`src/rtl/mac_seq_pkg.sv`:
```
// rtl/mac_seq_pkg.sv - shared types and constants for the MAC pin sequencer
//
// Purpose : sequencer state encoding, default timing widths and the one-hot
//           strobe codes {mac_ld, mac_ld4, mac_ld3, mac_ld2, mac_ld1}.
// Ports   : none (package).
package mac_seq_pkg;

   typedef enum logic [3:0] {
      ST_IDLE,
      ST_CLR,
      ST_LD1,
      ST_LD2,
      ST_LD3,
      ST_LD4,
      ST_FIRE,
      ST_WAIT,
      ST_RESP
   } state_t;

   localparam int DEF_RESULT_LATENCY = 2;
   localparam int DEF_RST_PULSE      = 2;

   localparam logic [4:0] STB_NONE = 5'b00000;
   localparam logic [4:0] STB_LD1  = 5'b00001;
   localparam logic [4:0] STB_LD2  = 5'b00010;
   localparam logic [4:0] STB_LD3  = 5'b00100;
   localparam logic [4:0] STB_LD4  = 5'b01000;
   localparam logic [4:0] STB_FIRE = 5'b10000;

   // States that drive exactly one MAC strobe (and may get a setup cycle).
   function automatic logic is_strobe_state(input state_t s);
      return (s == ST_LD1) || (s == ST_LD2) || (s == ST_LD3) ||
             (s == ST_LD4) || (s == ST_FIRE);
   endfunction

   function automatic logic [4:0] strobe_of(input state_t s);
      logic [4:0] stb;
      case (s)
         ST_LD1:  stb = STB_LD1;
         ST_LD2:  stb = STB_LD2;
         ST_LD3:  stb = STB_LD3;
         ST_LD4:  stb = STB_LD4;
         ST_FIRE: stb = STB_FIRE;
         default: stb = STB_NONE;
      endcase
      return stb;
   endfunction

endpackage

```
`src/rtl/mac_seq_wait_ctr.sv`:
```
// rtl/mac_seq_wait_ctr.sv - 4-bit loadable down-counter with zero flag
//
// Purpose : times both the result-latency wait and the mac_rst pulse.
// Ports   : clk, rst_n (async, active-low), load / load_val (load wins over
//           dec), dec (count down, saturating at 0), zero (count == 0).
module mac_seq_wait_ctr (
   input  logic       clk,
   input  logic       rst_n,
   input  logic       load,
   input  logic [3:0] load_val,
   input  logic       dec,
   output logic       zero
);

   logic [3:0] count;

   always_ff @(posedge clk or negedge rst_n) begin
      if (!rst_n) begin
         count <= 4'd0;
      end else if (load) begin
         count <= load_val;
      end else if (dec && (count != 4'd0)) begin
         count <= count - 4'd1;
      end
   end

   assign zero = (count == 4'd0);

endmodule

```
`src/rtl/mac_pin_sequencer.sv`:
```
// rtl/mac_pin_sequencer.sv - command-driven pin sequencer for the MAC accelerator
//
// Purpose : accepts an operand command, walks the MAC through ld1..ld4/ld,
//           waits RESULT_LATENCY cycles, captures mac_out and returns it.
// Ports   : clk, rst_n (async, active-low)
//           cmd_valid/cmd_ready, cmd_a, cmd_b, cmd_acc, cmd_load_acc, clr
//           rsp_valid/rsp_ready, rsp_data, busy
//           mac_in, mac_ld1..mac_ld4, mac_ld, mac_clken, mac_rst, mac_out
// Option  : MAC_SEQ_SETUP_EN - one setup cycle (byte driven, no strobe)
//           before every strobe cycle.
module mac_pin_sequencer
   import mac_seq_pkg::*;
#(
   parameter int RESULT_LATENCY = DEF_RESULT_LATENCY,
   parameter int RST_PULSE      = DEF_RST_PULSE
) (
   input  logic        clk,
   input  logic        rst_n,
   input  logic        cmd_valid,
   output logic        cmd_ready,
   input  logic [7:0]  cmd_a,
   input  logic [7:0]  cmd_b,
   input  logic [15:0] cmd_acc,
   input  logic        cmd_load_acc,
   input  logic        clr,
   output logic        rsp_valid,
   input  logic        rsp_ready,
   output logic [15:0] rsp_data,
   output logic        busy,
   output logic [7:0]  mac_in,
   output logic        mac_ld1,
   output logic        mac_ld2,
   output logic        mac_ld3,
   output logic        mac_ld4,
   output logic        mac_ld,
   output logic        mac_clken,
   output logic        mac_rst,
   input  logic [15:0] mac_out
);

`ifdef MAC_SEQ_SETUP_EN
   localparam logic SETUP_EN = 1'b1;
`else
   localparam logic SETUP_EN = 1'b0;
`endif

   localparam logic [3:0] LAT_VAL = 4'(RESULT_LATENCY - 1);
   localparam logic [3:0] RST_VAL = 4'(RST_PULSE - 1);

   state_t      state, state_nx, adv;
   logic        setup_q, setup_nx;
   logic        rst_done;
   logic [7:0]  a_q, b_q;
   logic [15:0] acc_q;
   logic        load_acc_q;
   logic        cnt_load, cnt_dec, cnt_zero;
   logic [3:0]  cnt_val;
   logic [4:0]  stb_nx;
   logic [7:0]  byte_nx;
   logic        clken_nx;

   // rst_done keeps cmd_ready low while reset is held and releases it one
   // edge later, even though the state register already sits in IDLE.
   assign cmd_ready = (state == ST_IDLE) && rst_done;

   always_comb begin
      adv = state;
      case (state)
         ST_IDLE: begin
            if (cmd_valid && cmd_ready) adv = ST_LD1;
            else if (clr && rst_done)   adv = ST_CLR;
         end
         ST_CLR:  if (cnt_zero) adv = ST_IDLE;
         ST_LD1:  adv = ST_LD2;
         ST_LD2:  adv = load_acc_q ? ST_LD3 : ST_FIRE;
         ST_LD3:  adv = ST_LD4;
         ST_LD4:  adv = ST_FIRE;
         ST_FIRE: adv = ST_WAIT;
         ST_WAIT: if (cnt_zero) adv = ST_RESP;
         ST_RESP: if (rsp_ready) adv = ST_IDLE;
         default: adv = ST_IDLE;
      endcase

      // A setup cycle holds the state for one extra cycle; every strobe
      // state is entered fresh, so state_nx != state marks the setup cycle.
      state_nx = (SETUP_EN && setup_q) ? state : adv;
      setup_nx = SETUP_EN && is_strobe_state(state_nx) && (state_nx != state);

      cnt_load = ((state == ST_IDLE) && (state_nx == ST_CLR)) ||
                 ((state == ST_FIRE) && (state_nx == ST_WAIT));
      cnt_val  = (state == ST_FIRE) ? LAT_VAL : RST_VAL;
      cnt_dec  = (state == ST_WAIT) || (state == ST_CLR);

      // LD1 is the only strobe state entered from IDLE, where the operands
      // are not yet latched.
      case (state_nx)
         ST_LD1:  byte_nx = (state == ST_IDLE) ? cmd_a : a_q;
         ST_LD2:  byte_nx = b_q;
         ST_LD3:  byte_nx = acc_q[7:0];
         ST_LD4:  byte_nx = acc_q[15:8];
         default: byte_nx = 8'h00;
      endcase

      stb_nx   = setup_nx ? STB_NONE : strobe_of(state_nx);
      clken_nx = is_strobe_state(state_nx) || (state_nx == ST_WAIT);
   end

   mac_seq_wait_ctr u_wait_ctr (
      .clk      (clk),
      .rst_n    (rst_n),
      .load     (cnt_load),
      .load_val (cnt_val),
      .dec      (cnt_dec),
      .zero     (cnt_zero)
   );

   // Outputs are registered from the next-state decode so the pins change
   // on the same edge as the state they belong to.
   always_ff @(posedge clk or negedge rst_n) begin
      if (!rst_n) begin
         state      <= ST_IDLE;
         setup_q    <= 1'b0;
         rst_done   <= 1'b0;
         a_q        <= 8'h00;
         b_q        <= 8'h00;
         acc_q      <= 16'h0000;
         load_acc_q <= 1'b0;
         {mac_ld, mac_ld4, mac_ld3, mac_ld2, mac_ld1} <= STB_NONE;
         mac_in     <= 8'h00;
         mac_clken  <= 1'b0;
         mac_rst    <= 1'b0;
         busy       <= 1'b0;
         rsp_valid  <= 1'b0;
         rsp_data   <= 16'h0000;
      end else begin
         state    <= state_nx;
         setup_q  <= setup_nx;
         rst_done <= 1'b1;
         if ((state == ST_IDLE) && cmd_valid && cmd_ready) begin
            a_q        <= cmd_a;
            b_q        <= cmd_b;
            acc_q      <= cmd_acc;
            load_acc_q <= cmd_load_acc;
         end
         {mac_ld, mac_ld4, mac_ld3, mac_ld2, mac_ld1} <= stb_nx;
         mac_in    <= byte_nx;
         mac_clken <= clken_nx;
         mac_rst   <= (state_nx == ST_CLR);
         busy      <= (state_nx != ST_IDLE);
         rsp_valid <= (state_nx == ST_RESP);
         if ((state == ST_WAIT) && cnt_zero) rsp_data <= mac_out;
      end
   end

endmodule

```
`config.mk`:
```
export PLATFORM = sky130hd
export DESIGN_NAME = mac_pin_sequencer
export DESIGN_NICKNAME = d
export VERILOG_FILES = /design/src/rtl/mac_seq_pkg.sv /design/src/rtl/mac_seq_wait_ctr.sv /design/src/rtl/mac_pin_sequencer.sv
export SDC_FILE = /design/constraint.sdc
export NUM_CORES = 1
export LEC_CHECK = 0
export CAP_MARGIN = 20
export CORE_MARGIN = 2
export CORE_UTILIZATION = 30
export DETAILED_ROUTE_END_ITERATION = 10
export SYNTH_ARGS = -nofsm -noshare
export SYNTH_HDL_FRONTEND = slang
export SYNTH_SLANG_ARGS = --single-unit
```
`constraint.sdc`:
```
create_clock -name clk -period 3.05 [get_ports clk]
set_clock_uncertainty 0.2 [all_clocks]
set_input_delay 0.915 -clock clk [delete_from_list [all_inputs] [get_ports clk]]
set_output_delay 0.915 -clock clk [all_outputs]
set_load 0.01 [all_outputs]
```
==> results of run 1 <==
cells by family after synthesis:
logic type	count (synthesis)	share of synthesized area (%)
multiplexers	17	6.740
AO/OA/AOI/OAI	26	7.229
other	1	0.1329
flip-flops	67	59.42
XOR/XNOR	4	1.242
buffers and inverters	19	3.237
AND/OR/NAND/NOR	131	21.55
adder cells (fa/ha/maj)	1	0.4434
final timing paths:
path,to,slack (ns),cells past startpoint,startpoint
min in group asynchronous,b_q[6],0.43,1,rst_n
setup reg to reg,busy,0.86,7,u_wait_ctr.count[0]
max in group asynchronous,mac_ld,1.57,2,rst_n
setup / recovery,cmd_ready,0.12,3,state[3]
hold / removal,acc_q[6],0.28,2,acc_q[6]
hold reg to reg,acc_q[6],0.28,2,acc_q[6]
synth_stat cells, types with 2 or more instances:
| library cell | n |
|---|---|
| xnor2_1 | 2 |
| nor2b_1 | 5 |
| nor2_1 | 8 |
| nor3_1 | 2 |
| buf_6 | 2 |
| buf_1 | 4 |
| inv_2 | 2 |
| dfrtp_1 | 67 |
| xor2_1 | 2 |
| nand2_1 | 92 |
| nand4_1 | 2 |
| nor2_2 | 2 |
| inv_1 | 2 |
| o21ai_0 | 4 |
| mux2_2 | 16 |
| o211ai_1 | 8 |
| buf_2 | 4 |
| nand2b_1 | 4 |
| clkbuf_1 | 5 |
| and2_1 | 2 |
| a22oi_1 | 8 |
power by group:
part / switching, mW / internal [mW] / total [mW]
combinational: 0.637 / 0.742 / 1.38
clock: 0.336 / 0.629 / 0.965
sequential: 0.203 / 1.25 / 1.45
total: 1.18 / 2.62 / 3.79
registers in the layout (all words and copies together), names as in the netlist:
register          count
acc_q                16
rsp_data             16
b_q                   8
mac_in                8
state                 4
u_wait_ctr.count      4
busy                  1
load_acc_q            1
mac_clken             1
mac_ld                1
mac_ld1               1
mac_ld2               1
mac_ld3               1
mac_ld4               1
mac_rst               1
rsp_valid             1
rst_done              1
through the flow:
step,instances,hold WS [ns],worst slack (ns)
after detailed placement,456,0.2627,0.2877
after global routing,472,0.2927,0.02588
after global placement,456,0.2574,0.2998
final,472,0.2786,0.1186
after CTS,472,0.2818,0.01808
after floorplan,266,0.2454,0.8146
layer usage:
layer	track usage [%]	share of wire, %
met5	0	0
met4	6.549	1.7
met3	3.537	5.7
met2	20.31	46
met1	18.40	47
placed cells by master, fill, tap and decap left out, drive strengths merged, types with 2 or more instances in the layout:
master	count
a22oi	8
a311oi	2
and2	2
buf	8
bufinv	4
clkbuf	10
clkdlybuf4s50	86
dfrtp	67
inv	5
mux2	16
nand2	93
nand2b	4
nand4	3
nor2	10
nor2b	5
nor3	2
nor3b	2
o211ai	8
o21ai	4
xnor2	2
xor2	2
final cells by class:
| cell class | count | area (sq um) | area share [%] |
|---|---|---|---|
| Sequential cell | 67 | 1677 | 41.03 |
| Clock buffer | 10 | 127.6 | 3.123 |
| Inverter | 4 | 15.01 | 0.3674 |
| Clock inverter | 6 | 136.4 | 3.337 |
| Tap cell | 111 | 138.9 | 3.399 |
| Timing Repair Buffer | 94 | 930.9 | 22.78 |
| Multi-Input combinational cell | 180 | 1061 | 25.96 |
worst max-delay path, delay by kind of cell (launching register included):
family | cells | cell delay [ns]
buf+inv | 1 | 0.54
flops | 1 | 0.49
simple gates | 2 | 0.45
==> results_dict.tcl, run 1 <==
set metrics [dict create \
    outcome "complete, no violations" \
    drive_above_1_share_pct 13.57 \
    synth_area_sq_um 2821 \
    place.gp.congestion 0.7995 \
    yosys_warnings 0 \
    slew_viol_final 0 \
    drtIter0Drc 113 \
    syn-mean-instance-area_sq_um 10.61 \
    antenna_found_initial 0 \
    cts_num_sinks 67 \
    rows 35 \
    slew_headroom_pct 51.54 \
    vias 2168 \
    grt_overflow_total 0 \
    fin_area_sq_um 4086 \
    hp-class "reg2reg" \
    dieHeight_um 101.0 \
    endpoint_kind "primary output" \
    place_area_sq_um 3815 \
    power_density_nw_per_um2 928.4 \
    postCtsResizedCells 0 \
    die_x_um 101.0 \
    setup_viol 0 \
    io_buffers 87 \
    synth.distinct_cells 44 \
    fillCellCount 877 \
    ios 88 \
    yosysTopAreaCellShare_pct 59.42 \
    yosys.area.top_type "dfrtp_1" \
    slowest_stage "clkdlybuf4s50_1" \
    post_cts_buffers 0 \
    fin_tns_setup_ns 0 \
    ctsHoldBuffers 0 \
    ir_worst_vdd_mv 0.3029 \
    start_kind "register" \
    track_usage_pct 13.60 \
    ctsRootBufferMaster "clkbuf_8" \
    cts_buffers 9 \
    fmax_ghz 0.3411 \
    period_share_pct 96.11 \
    cts.path.max_buffers 2 \
    cts_tree "built" \
    dpl.hpwl_um 4655 \
    clk_latency_ns 0.34 \
    rsz0062_at_grt "false" \
    wire_per_inst_um 13.59 \
    grt_pass1_vias 2128 \
    synthCells 266 \
    crit_type "reg2out" \
    worstPathArrival_ns 1.82 \
    wirelength_um 6414 \
    final_nets 411 \
    syn-num-nets 321 \
    ys_seq_area_share_pct 59.42 \
    path_max_fanout 11 \
    cp_data_required_time_ns 1.93 \
    post-route-drc-count 0 \
    grt_pass1_wl_um 10450 \
    grt_max_degree 37 \
    synth_edf_count 0 \
    synth_ff_type "dfrtp_1" \
    num_antenna_cells 0 \
    synth_seq_cells 67 \
    p_total_mw 3.794 \
    fin_crit_ns 2.931 \
    initial_core_util_pct 30.68 \
    yosys-top-cells-area "dfrtp_1, nand2_1, mux2_2" \
    postLayoutCoreUtil_pct 44.44 \
    cp_cell_sequence "nor2_2 > and3_1 > clkdlybuf4s50_1" \
    tightest_slew_ns 0.7268 \
    cts_max_level 3 \
    core_region_area_sq_um 9196 \
    area_growth_pct 44.83 \
    drt_first_pass_iters 5 \
    p_leak_nw 1.816 \
    cap_viol_max_count 0 \
    async_reset_ff_share_pct 100.0 \
    cpPeakStageDelay_ns 0.54 \
    dieArea_sq_um 10200 \
    clk_pin_slew_worst_paths_ns 0.08 \
    hold_violations 0 \
    detail-route-antenna-nets 0 \
    via_per_inst 4.593 \
]
Power figures use the tool's default switching activity.
==> inputs of run 2 (changes only) <==
--- a/config.mk
+++ b/config.mk
@@ -9,6 +9,7 @@
 export CORE_MARGIN = 2
 export CORE_UTILIZATION = 30
 export DETAILED_ROUTE_END_ITERATION = 10
+export PLACE_DENSITY = 0.61
 export SYNTH_ARGS = -nofsm -noshare
 export SYNTH_HDL_FRONTEND = slang
 export SYNTH_SLANG_ARGS = --single-unit
==> run 2 against run 1 <==
Worst setup slack lost 0.0077 ns. Utilization is essentially flat. Largest cell class unchanged. Die area is the same. First-iteration DRC count shrank 41%. Register-to-register slack is essentially flat.
==> results_dict.tcl, run 2 (synthesis gave the netlist of run 1 again) <==
set metrics [dict create \
    worstPathArrival_ns 1.82 \
    cts_num_sinks 67 \
    fin_tns_setup_ns 0 \
    initial_core_util_pct 30.68 \
    place_ws_ns 0.2547 \
    crit_buf_inv 1 \
    setup_viol 0 \
    slew_headroom_pct 55.98 \
    postCtsResizedCells 0 \
    cp_cell_sequence "nor2_2 > and3_1 > clkdlybuf4s50_1" \
    wire_per_inst_um 13.74 \
    p_leak_nw 1.819 \
    hold_violations 0 \
    hold_start "acc_q[9]" \
    fin_crit_ns 2.939 \
    drt_first_pass_iters 4 \
    antenna_found_initial 0 \
    power_density_nw_per_um2 931.5 \
    wirelength_um 6472 \
    vias 2144 \
    num_antenna_cells 0 \
    place_area_sq_um 3815 \
    io_buffers 87 \
    worst_slack_ns 0.1109 \
    dpl.hpwl_um 4608 \
    final_nets 411 \
    p_total_mw 3.804 \
    cp_data_required_time_ns 1.93 \
    hp-class "reg2reg" \
    critPathTopFamily "buffers and inverters" \
    track_usage_pct 13.08 \
    r2r-end "busy" \
    die_x_um 101.0 \
    cts.path.max_buffers 2 \
    grt_overflow_total 0 \
    dpl.cell_count 456 \
    path_max_fanout 11 \
    grt_pass1_vias 2103 \
    fmax_ghz 0.3402 \
    outcome "complete, no violations" \
    fillCellCount 899 \
    drtIter0Drc 67 \
    final_common_cell "nand2_1" \
    period_share_pct 96.36 \
    ir_worst_vdd_mv 0.2330 \
    slowest_stage "clkdlybuf4s50_1" \
    ff2ff_path_depth 7 \
    rsz0062_at_grt "false" \
    final_cell_mix "nand2_1, clkdlybuf4s50_1, dfrtp_1" \
    clk_pin_slew_worst_paths_ns 0.07 \
    rows 35 \
    slew_viol_final 0 \
    cts_max_level 3 \
    cap_viol_max_count 0 \
    dieArea_sq_um 10200 \
    ios 88 \
    grt_pass1_wl_um 10180 \
    post-route-drc-count 0 \
    cpPeakStageDelay_ns 0.54 \
    crit_type "reg2out" \
    ctsHoldBuffers 0 \
    grt_max_degree 53 \
    start_kind "register" \
    ctsRootBufferMaster "clkbuf_8" \
    top_regs "acc_q: 16 flops, rsp_data: 16 flops" \
    cts_buffers 9 \
    post_cts_buffers 0 \
    fin_area_sq_um 4084 \
    endpoint_kind "primary output" \
    detail-route-antenna-nets 0 \
    core_region_area_sq_um 9196 \
    layout.cells.non_filler 471 \
    place.gp.congestion 0.8042 \
    area_growth_pct 44.75 \
    clk_latency_ns 0.33 \
    tightest_slew_ns 0.6589 \
    dieHeight_um 101.0 \
    whs_path_depth 2 \
    drive_above_1_share_pct 13.61 \
    r2r_slack_ns 0.86 \
    r2r_start "u_wait_ctr.count[0]" \
    via_per_inst 4.552 \
    cts_tree "built" \
    hold_end "acc_q[9]" \
]
run 2: cell count changes in the layout (fill, tap and decap cells not counted):
cell | previous run | this run
clkinvlp_4 | 1 | 0
clkbuf_1 | 1 | 0
clkinv_4 | 0 | 1
run 2: where the power goes:
| group | internal, mW | switching [mW] | total [mW] |
|---|---|---|---|
| Clock | 0.626 | 0.341 | 0.966 |
| Combinational | 0.742 | 0.647 | 1.39 |
| Sequential | 1.25 | 0.202 | 1.45 |
| Total | 2.61 | 1.19 | 3.80 |
run 2: worst max path at each step:
stage / startpoint / endpoint / depth (start not counted)
6_report: state[3] / cmd_ready / 3
5_1_grt: state[3] / cmd_ready / 3
4_1_cts: state[3] / cmd_ready / 3
3_5_place_dp: cmd_valid / busy / 6
3_3_place_gp: cmd_valid / busy / 5
2_1_floorplan: cmd_valid / busy / 5
run 2: layout make-up:
class                   instances  area, sq um  area share, %
flip-flops and latches         67         1677          41.05
multi-input cells             180         1061          25.98
repair buffers                 94        930.9          22.79
well taps                     111        138.9          3.401
clock inverters                 6        137.6          3.370
clock buffers                   9        123.9          3.033
inverters                       4        15.01         0.3676
run 2: layer usage:
metal	GRT usage, %	wire length [um]
met1	17.12	3060
met2	20.46	2912
met3	3.121	393
met4	6.237	106
met5	0	0
run 2: tightest hold or removal path: stages (launching register included):
cell     delay (ns)
dfrtp_1        0.34
nand2_1        0.05
nand2_1        0.05
run 2: stage by stage:
stage	hold WS [ns]	util, %
after global placement	0.2575	41.48
after global routing	0.3008	44.41
after CTS	0.2823	44.33
final	0.2762	44.41
after floorplan	0.2454	-
after detailed placement	0.2626	41.48
==> inputs of run 3 (changes only) <==
--- a/config.mk
+++ b/config.mk
@@ -6,10 +6,13 @@
 export NUM_CORES = 1
 export LEC_CHECK = 0
 export CAP_MARGIN = 20
+export CELL_PAD_IN_SITES_DETAIL_PLACEMENT = 0
+export CELL_PAD_IN_SITES_GLOBAL_PLACEMENT = 1
 export CORE_MARGIN = 2
 export CORE_UTILIZATION = 30
 export DETAILED_ROUTE_END_ITERATION = 10
-export PLACE_DENSITY = 0.61
+export PLACE_DENSITY = 0.74
+export SLEW_MARGIN = 20
 export SYNTH_ARGS = -nofsm -noshare
 export SYNTH_HDL_FRONTEND = slang
 export SYNTH_SLANG_ARGS = --single-unit
==> run 3 against run 2 <==
Critical path depth unchanged. Highest routed layer unchanged. Via count increased by 0.42%. Cell area shrank 0.12%.
==> results_dict.tcl, run 3 (synthesis gave the netlist of run 1 again) <==
set metrics [dict create \
    use_met2_pct 22.15 \
    place_area_sq_um 3822 \
    slowest_stage "clkdlybuf4s50_1" \
    clk_latency_ns 0.33 \
    top_regs "acc_q: 16 flops, rsp_data: 16 flops" \
    grt_overflow_total 0 \
    start_kind "register" \
    final_cell_mix "nand2_1, clkdlybuf4s50_1, dfrtp_1" \
    clk_pin_slew_worst_paths_ns 0.07 \
    final_common_cell "nand2_1" \
    seqCellArea_sq_um 1677 \
    hold_violations 0 \
    ctsRootBufferMaster "clkbuf_8" \
    detail-route-antenna-nets 0 \
    fin_crit_ns 2.929 \
    grt_pass1_wl_um 10680 \
    grt_max_degree 35 \
    path_max_fanout 11 \
    dieArea_sq_um 10200 \
    slew_viol_final 0 \
    worst_slack_ns 0.1213 \
    met3_usage_pct 2.774 \
    tightest_slew_ns 0.6345 \
    cts_num_sinks 67 \
    dpl.hpwl_um 4710 \
    track_usage_pct 13.64 \
    rows 35 \
    place_ws_ns 0.2563 \
    fin_tns_setup_ns 0 \
    wirelength_um 6623 \
    whs_ns 0.2791 \
    drt_first_pass_iters 7 \
    top_usage_layer "met2" \
    antenna_found_initial 0 \
    grt_use_met1_pct 18.20 \
    fin_area_sq_um 4079 \
    multi_input_area_sq_um 1061 \
    cap_viol_max_count 0 \
    post-route-drc-count 0 \
    final_nets 412 \
    slew_headroom_pct 57.70 \
    cpPeakStageDelay_ns 0.54 \
    ir_worst_vdd_mv 0.2929 \
    die_x_um 101.0 \
    period_share_pct 96.02 \
    power_density_nw_per_um2 918.6 \
    cts_tree "built" \
    dieHeight_um 101.0 \
    wire_per_inst_um 14.00 \
    p_leak_nw 1.817 \
    drive_above_1_share_pct 14.09 \
    cts_buffers 9 \
    grt_pass1_vias 2183 \
    place.gp.congestion 0.7639 \
    p_total_mw 3.747 \
    initial_core_util_pct 30.68 \
    num_antenna_cells 0 \
    ios 88 \
    fillCellCount 905 \
    cts.path.max_buffers 2 \
    drtIter0Drc 109 \
    cp_data_required_time_ns 1.93 \
    cts_max_level 3 \
    outcome "complete, no violations" \
    via_per_inst 4.552 \
    rsz0062_at_grt "false" \
    setup_viol 0 \
    worstPathArrival_ns 1.81 \
    endpoint_kind "primary output" \
    area_growth_pct 44.57 \
    vias 2153 \
    fmax_ghz 0.3415 \
    io_buffers 87 \
    core_region_area_sq_um 9196 \
    cp_cell_sequence "nor2_2 > and3_1 > clkdlybuf4s50_1" \
    hp-class "reg2reg" \
    crit_type "reg2out" \
]
## run 3: cell count changes in the layout (fill, tap and decap cells not counted)
cell	before	now
clkinv_2	0	1
clkinv_4	1	0
bufinv_16	4	3
clkbuf_8	9	10
clkinvlp_4	0	1
buf_4	6	7
## run 3: critical path: cells and delay by family, from the launching register on
kind	cells	cell delay, ns
buffers and inverters	1	0.54
flip-flops	1	0.50
AND/OR/NAND/NOR	2	0.45
## run 3: layout make-up
cell class,instances,share of cell area [%]
multi-input cells,180,26.01
flip-flops and latches,67,41.10
clock buffers,10,3.374
well taps,111,3.405
repair buffers,95,23.01
inverters,4,0.3681
clock inverters,6,2.730
## run 3: per-layer routing
layer | vias up | wire (um)
met5 | - | 0
met3 | 8 | 393
met4 | 0 | 86
li1 | 1063 | -
met1 | 1010 | 3094
met2 | 72 | 3048
## run 3: metrics by stage
| stage | cells | util, % |
|---|---|---|
| 4_1_cts | 473 | 44.27 |
| 3_5_place_dp | 457 | 41.56 |
| 3_3_place_gp | 457 | 41.56 |
| 2_1_floorplan | 266 | - |
| 5_1_grt | 473 | 44.35 |
| 6_report | 473 | 44.35 |
## run 3: final timing paths
path | slack [ns] | end | from | cells past startpoint
hold reg to reg | 0.28 | acc_q[8] | acc_q[8] | 2
setup reg to reg | 0.85 | rsp_data[12] | u_wait_ctr.count[0] | 7
setup / recovery | 0.12 | cmd_ready | state[3] | 3
max in group asynchronous | 1.63 | mac_in[0] | rst_n | 2
min in group asynchronous | 0.40 | acc_q[15] | rst_n | 1
hold / removal | 0.28 | acc_q[8] | acc_q[8] | 2
## run 3: report_power, final
| group | internal [mW] | total, mW | switching, mW |
|---|---|---|---|
| Sequential | 1.25 | 1.45 | 0.206 |
| Combinational | 0.743 | 1.38 | 0.637 |
| Clock | 0.567 | 0.915 | 0.348 |
## run 3: timing repair
item | in CTS | in global routing
gates resized for setup | 0 | 2
hold buffers | 0 | 0
setup buffers | 0 | 0
endpoints found under the hold margin | 0 | 0
setup endpoints to repair | 0 | 1
